--- src/rtl/uart2wb_cmd.sv ---
// uart2wb_cmd: ASCII command parser feeding the Wishbone master.
// Assembles {opcode[1:0], payload[31:0]} words from UART bytes and
// offers each one on a valid/ready handshake.
//
// Ports:
//   clk          system clock
//   rst          asynchronous active-high reset
//   i_rx_data    byte from UART receiver
//   i_rx_valid   one-cycle strobe qualifying i_rx_data
//   o_WB_ctr_w   command word: [33:32] 0=rd 1=wr 2=addr 3=special
//   o_WB_cyc     command word valid
//   i_WB_ready   downstream accepts the word
//   o_err        one-cycle pulse: malformed byte, field aborted
//   o_overrun    one-cycle pulse: byte dropped while a word is pending
module uart2wb_cmd #(
    parameter int NDIGITS = 8
) (
    input  logic        clk,
    input  logic        rst,
    input  logic [7:0]  i_rx_data,
    input  logic        i_rx_valid,
    output logic [33:0] o_WB_ctr_w,
    output logic        o_WB_cyc,
    input  logic        i_WB_ready,
    output logic        o_err,
    output logic        o_overrun
);

    typedef enum logic [1:0] {
        S_IDLE = 2'd0,
        S_HEX  = 2'd1,
        S_EMIT = 2'd2
    } state_t;

    localparam logic [3:0] LAST_DIGIT = 4'(NDIGITS - 1);

    state_t      r_state;
    logic [1:0]  r_op;
    logic [27:0] r_shift;
    logic [3:0]  r_cnt;
    logic [33:0] r_word;
    logic        r_cyc;
    logic        r_err;
    logic        r_ovr;

    logic [7:0]  w_uc;
    logic        w_is_dec;
    logic        w_is_af;
    logic        w_is_hex;
    logic [3:0]  w_nib;
    logic        w_is_rd;
    logic        w_is_cmd;
    logic [1:0]  w_cmd_op;
    logic        w_is_ws;
    logic [31:0] w_shift_nxt;

    // Fold lower-case letters onto upper case so one decoder serves both.
    always_comb begin
        w_uc = i_rx_data;
        if (i_rx_data >= 8'h61 && i_rx_data <= 8'h7A) begin
            w_uc = i_rx_data - 8'h20;
        end
    end

    always_comb begin
        w_is_dec = (w_uc >= 8'h30) && (w_uc <= 8'h39);
        w_is_af  = (w_uc >= 8'h41) && (w_uc <= 8'h46);
        w_is_hex = w_is_dec || w_is_af;
        // '0'..'9' carry their value in the low nibble; 'A'..'F' are
        // 0x41..0x46, so low nibble + 9 gives 10..15.
        w_nib = w_uc[3:0];
        if (w_is_af) begin
            w_nib = w_uc[3:0] + 4'd9;
        end
    end

    always_comb begin
        w_is_rd  = 1'b0;
        w_is_cmd = 1'b0;
        w_cmd_op = 2'd0;
        unique case (w_uc)
            8'h52: w_is_rd = 1'b1;
            8'h57: begin
                w_is_cmd = 1'b1;
                w_cmd_op = 2'd1;
            end
            8'h41: begin
                w_is_cmd = 1'b1;
                w_cmd_op = 2'd2;
            end
            8'h53: begin
                w_is_cmd = 1'b1;
                w_cmd_op = 2'd3;
            end
            default: begin
                w_is_rd  = 1'b0;
                w_is_cmd = 1'b0;
            end
        endcase
    end

    assign w_is_ws = (i_rx_data == 8'h20) ||
                     (i_rx_data == 8'h0D) ||
                     (i_rx_data == 8'h0A);

    // Only NDIGITS nibbles are ever shifted in after a clear, so the
    // payload ends up right-aligned and zero-extended.
    assign w_shift_nxt = {r_shift, w_nib};

    always_ff @(posedge clk or posedge rst) begin
        if (rst) begin
            r_state <= S_IDLE;
            r_op    <= 2'd0;
            r_shift <= 28'd0;
            r_cnt   <= 4'd0;
            r_word  <= 34'd0;
            r_cyc   <= 1'b0;
            r_err   <= 1'b0;
            r_ovr   <= 1'b0;
        end else begin
            r_err <= 1'b0;
            r_ovr <= 1'b0;
            case (r_state)
                S_IDLE: begin
                    if (i_rx_valid) begin
                        if (w_is_rd) begin
                            r_word  <= 34'd0;
                            r_cyc   <= 1'b1;
                            r_state <= S_EMIT;
                        end else if (w_is_cmd) begin
                            r_op    <= w_cmd_op;
                            r_shift <= 28'd0;
                            r_cnt   <= 4'd0;
                            r_state <= S_HEX;
                        end else if (!w_is_ws) begin
                            r_err <= 1'b1;
                        end
                    end
                end
                S_HEX: begin
                    if (i_rx_valid) begin
                        if (w_is_hex) begin
                            if (r_cnt == LAST_DIGIT) begin
                                r_word  <= {r_op, w_shift_nxt};
                                r_cyc   <= 1'b1;
                                r_shift <= 28'd0;
                                r_cnt   <= 4'd0;
                                r_state <= S_EMIT;
                            end else begin
                                r_shift <= w_shift_nxt[27:0];
                                r_cnt   <= r_cnt + 4'd1;
                            end
                        end else begin
                            r_err   <= 1'b1;
                            r_shift <= 28'd0;
                            r_cnt   <= 4'd0;
                            r_state <= S_IDLE;
                        end
                    end
                end
                S_EMIT: begin
                    // The completion cycle is still EMIT: a byte
                    // arriving now is dropped as well.
                    if (i_rx_valid) begin
                        r_ovr <= 1'b1;
                    end
                    if (i_WB_ready) begin
                        r_cyc   <= 1'b0;
                        r_state <= S_IDLE;
                    end
                end
                default: begin
                    r_state <= S_IDLE;
                    r_cyc   <= 1'b0;
                end
            endcase
        end
    end

    assign o_WB_ctr_w = r_word;
    assign o_WB_cyc   = r_cyc;
    assign o_err      = r_err;
    assign o_overrun  = r_ovr;

endmodule
--- config.mk ---
export PLATFORM = sky130hd
export DESIGN_NAME = uart2wb_cmd
export DESIGN_NICKNAME = d
export VERILOG_FILES = /design/src/rtl/uart2wb_cmd.sv
export SDC_FILE = /design/constraint.sdc
export NUM_CORES = 1
export LEC_CHECK = 0
export CAP_MARGIN = 25
export CORE_MARGIN = 8
export CORE_UTILIZATION = 43
export CTS_BUF_LIST = sky130_fd_sc_hd__clkbuf_16
export DETAILED_ROUTE_END_ITERATION = 8
export PLACE_DENSITY = 0.64
export SYNTH_ARGS = -nofsm -noshare
export SYNTH_HDL_FRONTEND = slang
export SYNTH_SLANG_ARGS = --single-unit
--- constraint.sdc ---
create_clock -name clk -period 3.8 [get_ports clk]
set_input_delay 0.76 -clock clk [delete_from_list [all_inputs] [get_ports clk]]
set_output_delay 0.76 -clock clk [all_outputs]
set_load 0.02 [all_outputs]
==> impl_results.md, run 1 <==
- Outcome: finished clean
- Met3 GRT Util: 3.35%
- Global-route wire length before repair: 12900 um
- Pwr dens: about 400 mW/mm2
- Io pins: 49
- Startpoint Class: primary input
- Avg WL per Cell: 17.3 um
- Post-detail-place hpwl: 5050 um
- Fin crit share: around 87%
- Ys Warns: 0
- Max Slew Vio Count: 0
- Area contributors post-synth: dfrtp_1 55%, a22o_1 13%, ha_1 2.3%
- CTS tree: built
- Reg2Reg Depth: 7
- CP arrival: 3500 ps
- Min Tclk post-route: 3300 ps
- Hold Crit Start: o_WB_ctr_w[27]
- P_leak: 1.92 nW
- Final Setup Violations: 0
- Remaining DRCs: 0
- Worst-Margin Slew: between 800 and 900 ps
- Post_cts resized: 0
- Row count: 32
- Clk sink count: 73
- Async SR Flop Fraction: 100%
- Max incr delay on CP: between 600 and 700 ps
- Cell taking the most area after synthesis: dfrtp_1
- CTS Buf Count: 9
- CTS Root Cell: clkbuf_16
- Post-synthesis cell type count: 52
- Hold Path End: o_WB_ctr_w[27]
- Final setup TNS: 0 ps
- Cell Chain, Critical Path: clkdlybuf4s50_1 -> inv_1 -> ha_1 -> nand2b_1 -> o211a_1 -> and3_1 -> a311o_1 -> nor2_4 -> mux2_1
- Routed WL: 7390 um
- Post-Place Cells: 411
- Skew-Pair Late Insertion Delay: 330 ps
- Yosys reg bits: 73
- Hold crit path type: reg -> reg
- Met1 GRT Util: about a fifth
- Clock Path Buffers: 2
- R2R Path Start: r_cnt[0]
- Hold depth: 1
- Post-synthesis cell count: ~260
- FF-to-FF setup slack: 1230 ps
- Core Region: approximately 0.0076 mm2
- Delay-heaviest family, CP: simple AND/OR/NAND/NOR gates
- Synth top area share: a little under three fifths
- Routed Antenna Nets: 0
- Mapped cell area: 0.00330 mm2
- Sequential area share after synthesis: a little under three fifths
- RR Endpoint: o_WB_ctr_w[1]
- Achievable Freq: 303 MHz
- Worst-path clk slew: 60 ps
- Post-CTS Setup Repair Bufs: 0
- CTS H-tree depth: 3
- Vias in the first global route: around 2400
- Syn_area_per_cell: 12.5 um2
- Die X: just over 100 um
- GRT Total Usage: between 10 and 15%
- Worst relative slew slack: 46.4%
- First DRT Iteration DRCs: 89
- Worst-path maximum fanout: 34
- Final hold violation count: 0
- Multi-input logic area: between 0.001 and 0.0015 mm2
- Setup Skew: 6.76 ps
- Starting Density: about 44%
- Die area: 0.0107 mm2
- Antenna diodes: 0
- RSZ-0062 raised after global routing: false
- Initial antenna violation count: 0
- # fillers: 659
- Busiest grt layer: met2
- Setup ws final: 500 ps
- Detailed Routing Iterations Pass 1: 4
- Register Area: 0.00183 mm2
- # nets final: 338
- Die Y: 104 um
- Critical path class: in -> reg
- Slowest stage cell, crit path: nor2_4
- Max-cap check violation count: 0
- Peak supply drop: 0.000229 V
- Routability cong.: 0.853
- Area Overhead vs Synth: 26.0%
- Buf/Inv on CP: 2
- Place WS: 148 ps
- Non-Filler Instances: 427
- Worst path required time: 4000 ps
- Synthesized Nets: 282
- Post-synth top cells: 73 x dfrtp_1, 50 x a22o_1, 14 x nand2_1
- Share of layout cells above drive strength 1: 14.8%
- Met2 Track Usage GR: roughly a fifth
- IO Port Bufs: 48
- Largest net degree at the start of global routing: 39
- Post-synth top flop: dfrtp_1
- Most frequent cell after synthesis: dfrtp_1
- Number of synthesized flops with an enable pin: 0
- Gr ovfl total: 0
- Setup crit end kind: flip-flop
- Number of hold buffers added after cts: 0
- Via density: 5.43
- DR vias: between 2000 and 2500
==> layer usage <==
layer	routed length, um	share of wire [%]
met1	3660	50
met2	3370	46
met3	264	3.6
met4	95	1.3
met5	0	0
==> sequential cells by signal, summed over array words and instances (netlist names) <==
signal,flops
o_overrun,1
r_cnt,4
o_WB_cyc,1
r_op,2
r_shift,28
o_WB_ctr_w,34
o_err,1
r_state,2
==> how the worst max path moves through the flow <==
stage	slack, ps	cells after the start	end	start
after detailed placement	150	9	o_WB_ctr_w[1]	i_rx_data[1]
after CTS	490	9	o_WB_ctr_w[1]	i_rx_data[1]
final	500	9	o_WB_ctr_w[1]	i_rx_data[1]
after global placement	210	9	o_WB_ctr_w[1]	i_rx_data[1]
after global routing	290	9	o_WB_ctr_w[1]	i_rx_data[1]
after floorplan	1190	1	o_WB_ctr_w[0]	rst
==> area by class of cell <==
type	instances	area share, %
clock inverter	7	1.17
clock buffer	9	5.41
sequential	73	43.9
tap	102	3.07
multi-input combinational	164	31.3
inverter	11	0.992
timing repair buffer	61	14.2
==> per-stage QoR <==
stage	hold WS (ps)	power (mW)	utilization, %	area (um2)
global route	522	1.72	55.0	4160
CTS	501	1.67	55.0	4160
finish	496	1.65	55.0	4160
detailed placement	485	0.898	51.4	3890
global placement	484	0.897	51.4	3890
floorplan	469	0.859	-	3300
==> cell families (layout without fill, tap and decap cells) <==
logic type | count (synthesis) | after routing | share of synthesized area (%)
buffers and inverters | 27 | 88 | 5.27
XOR/XNOR | 1 | 1 | 0.265
flip-flops | 73 | 73 | 55.3
adder cells (fa/ha/maj) | 6 | 6 | 2.27
AND/OR/NAND/NOR | 58 | 58 | 10.4
AO/OA/AOI/OAI | 95 | 95 | 25.1
multiplexers | 4 | 4 | 1.36
==> power breakdown <==
part / total [mW] / switching, mW / internal, mW
clock network: 0.770 / 0.330 / 0.440
registers: 0.784 / 0.00254 / 0.782
logic: 0.0981 / 0.0576 / 0.0405
==> cell usage in the layout (no fill, tap or decap), types with 5 or more instances in the layout <==
master / n
clkdlybuf4s50_1: 48
dfrtp_1: 73
inv_1: 11
nand2_1: 14
o21ai_0: 8
nor2_1: 7
a22o_1: 50
a21oi_1: 5
clkbuf_16: 9
nand3_1: 6
ha_1: 6
buf_4: 12
Power figures use the tool's default switching activity.
==> run 2, diff against run 1 <==
- clock period: 3.8 -> 4 ns (I/O delays scaled with it)
==> run 2 against run 1 <==
Final area rose by 0.24%. Core utilization rose by 0.13 points. Sequential share of layout area fell by 0.11 points. Final cell count fell by 1.4%. Combinational power fell by 11%. Via count fell by 0.91%. Die area did not move. Sequential cell count did not move. Critical path type unchanged.
==> impl_results.md, run 2 (synthesis results as in run 1) <==
- Outcome: finished clean
- Global-route wire length before repair: roughly 13000 um
- Final hold violation count: 0
- Hold crit path type: reg -> reg
- DR vias: 2297
- Pwr dens: 417 mW/mm2
- CTS Root Cell: clkbuf_16
- Via density: 5.46
- Routed Antenna Nets: 0
- Detailed Routing Iterations Pass 1: 4
- CTS Buf Count: 9
- Worst relative slew slack: 55.2%
- Initial antenna violation count: 0
- Worst-path clk slew: approximately 60 ps
- Avg WL per Cell: between 15 and 20 um
- Largest net degree at the start of global routing: 35
- Row count: 32
- Critical path class: in -> reg
- Max Slew Vio Count: 0
- IO Port Bufs: 48
- Vias in the first global route: 2395
- GRT Total Usage: 14.2%
- Io pins: 49
- Number of hold buffers added after cts: 0
- Skew-Pair Late Insertion Delay: 330 ps
- Post-detail-place hpwl: 4930 um
- Remaining DRCs: 0
- Starting Density: 43.6%
- Met3 GRT Util: 4.21%
- Post-CTS Setup Repair Bufs: 0
- Min Tclk post-route: 3250 ps
- Leading cell type in the layout, fill and taps excluded: dfrtp_1
- CP arrival: 3510 ps
- Worst path required time: 4260 ps
- Met1 GRT Util: 20.0%
- Fin area: 0.00417 mm2
- Die Y: around 100 um
- Share of layout cells above drive strength 1: between 10% and 20%
- Routed WL: 7150 um
- Worst-Margin Slew: ~670 ps
- Peak supply drop: 0.000206 V
- Core Region: ~0.0076 mm2
- Startpoint Class: primary input
- Die area: 0.0107 mm2
- RSZ-0062 raised after global routing: false
- Final setup TNS: 0 ps
- Met2 Track Usage GR: 19.8%
- Commonest non-fill, non-tap cells in the layout: 73 x dfrtp_1, 50 x a22o_1, 48 x clkdlybuf4s50_1, 14 x nand2_1, 10 x inv_1
- # nets final: about 330
- Worst-path maximum fanout: 33
- Busiest grt layer: met1
- Overall Power: roughly 1.7 mW
- Clock Path Buffers: 2
- Die X: 104 um
- Area Overhead vs Synth: 26.3%
- CTS tree: built
- P_leak: 1.92 nW
- Max-cap check violation count: 0
- Fin crit share: 81.4%
- Clk sink count: 73
- Final Setup Violations: 0
- Antenna diodes: 0
- Max reg flops: 34
- Gr ovfl total: 0
- Achievable Freq: 307 MHz
- Routability cong.: 0.843
- Setup crit end kind: flip-flop
- Placed cell area: 0.00383 mm2
- First DRT Iteration DRCs: 124
- Post_cts resized: 0
- Setup Skew: 6.68 ps
- CTS H-tree depth: 3
[run 2: changes by cell type in the layout (fill, tap and decap cells not counted)]
cell | before | now
buf_4 | 12 | 7
clkinvlp_4 | 3 | 0
inv_6 | 0 | 1
clkinv_1 | 0 | 1
clkinv_4 | 2 | 1
bufinv_16 | 0 | 3
buf_12 | 1 | 0
inv_1 | 11 | 10
[run 2: report_power, final]
| group | internal, mW | switching (mW) | total [mW] |
|---|---|---|---|
| Sequential | 0.743 | 0.00275 | 0.746 |
| Combinational | 0.0338 | 0.0533 | 0.0871 |
| Clock | 0.609 | 0.299 | 0.908 |
[run 2: metrics by stage]
step	cells	hold WS [ps]	setup slack, ps	util [%]
6_report	421	494	745	55.1
5_1_grt	421	522	544	55.1
4_1_cts	421	500	763	55.1
3_5_place_dp	405	482	437	50.6
3_3_place_gp	405	483	422	50.6
2_1_floorplan	264	469	1350	-
[run 2: final timing paths]
check                      depth (start not counted)  slack (ps)            from        endpoint
hold reg to reg                                    1         490  o_WB_ctr_w[24]  o_WB_ctr_w[24]
min in group asynchronous                          2         910             rst      r_state[1]
setup reg to reg                                   8        1680        r_cnt[0]  o_WB_ctr_w[11]
max in group asynchronous                          3        2350             rst     r_shift[16]
setup / recovery                                  10         750    i_rx_data[1]  o_WB_ctr_w[11]
hold / removal                                     1         490  o_WB_ctr_w[24]  o_WB_ctr_w[24]
[run 2: area by class of cell]
type                            instances  area [um2]
Sequential cell                        73        1830
Clock inverter                          7         116
Clock buffer                            9         225
Tap cell                              102         128
Inverter                               11        41.3
Fill cell                             654        3400
Multi-Input combinational cell        164        1300
Timing Repair Buffer                   55         533
[run 2: critical path, stage by stage]
cell             delay (ps)
clkdlybuf4s50_1         620
inv_1                   100
ha_1                    230
nand2b_1                200
o41ai_4                 340
nor3_1                  120
a311o_1                 440
nor2_4                  110
buf_4                   330
a22o_1                  200
[run 2: metal layers]
layer | vias to the layer above | part of all wire [%]
met4 | 0 | 1.4
met1 | 1140 | 49
met5 | - | 0
met3 | 6 | 5.1
li1 | 1106 | -
met2 | 45 | 44
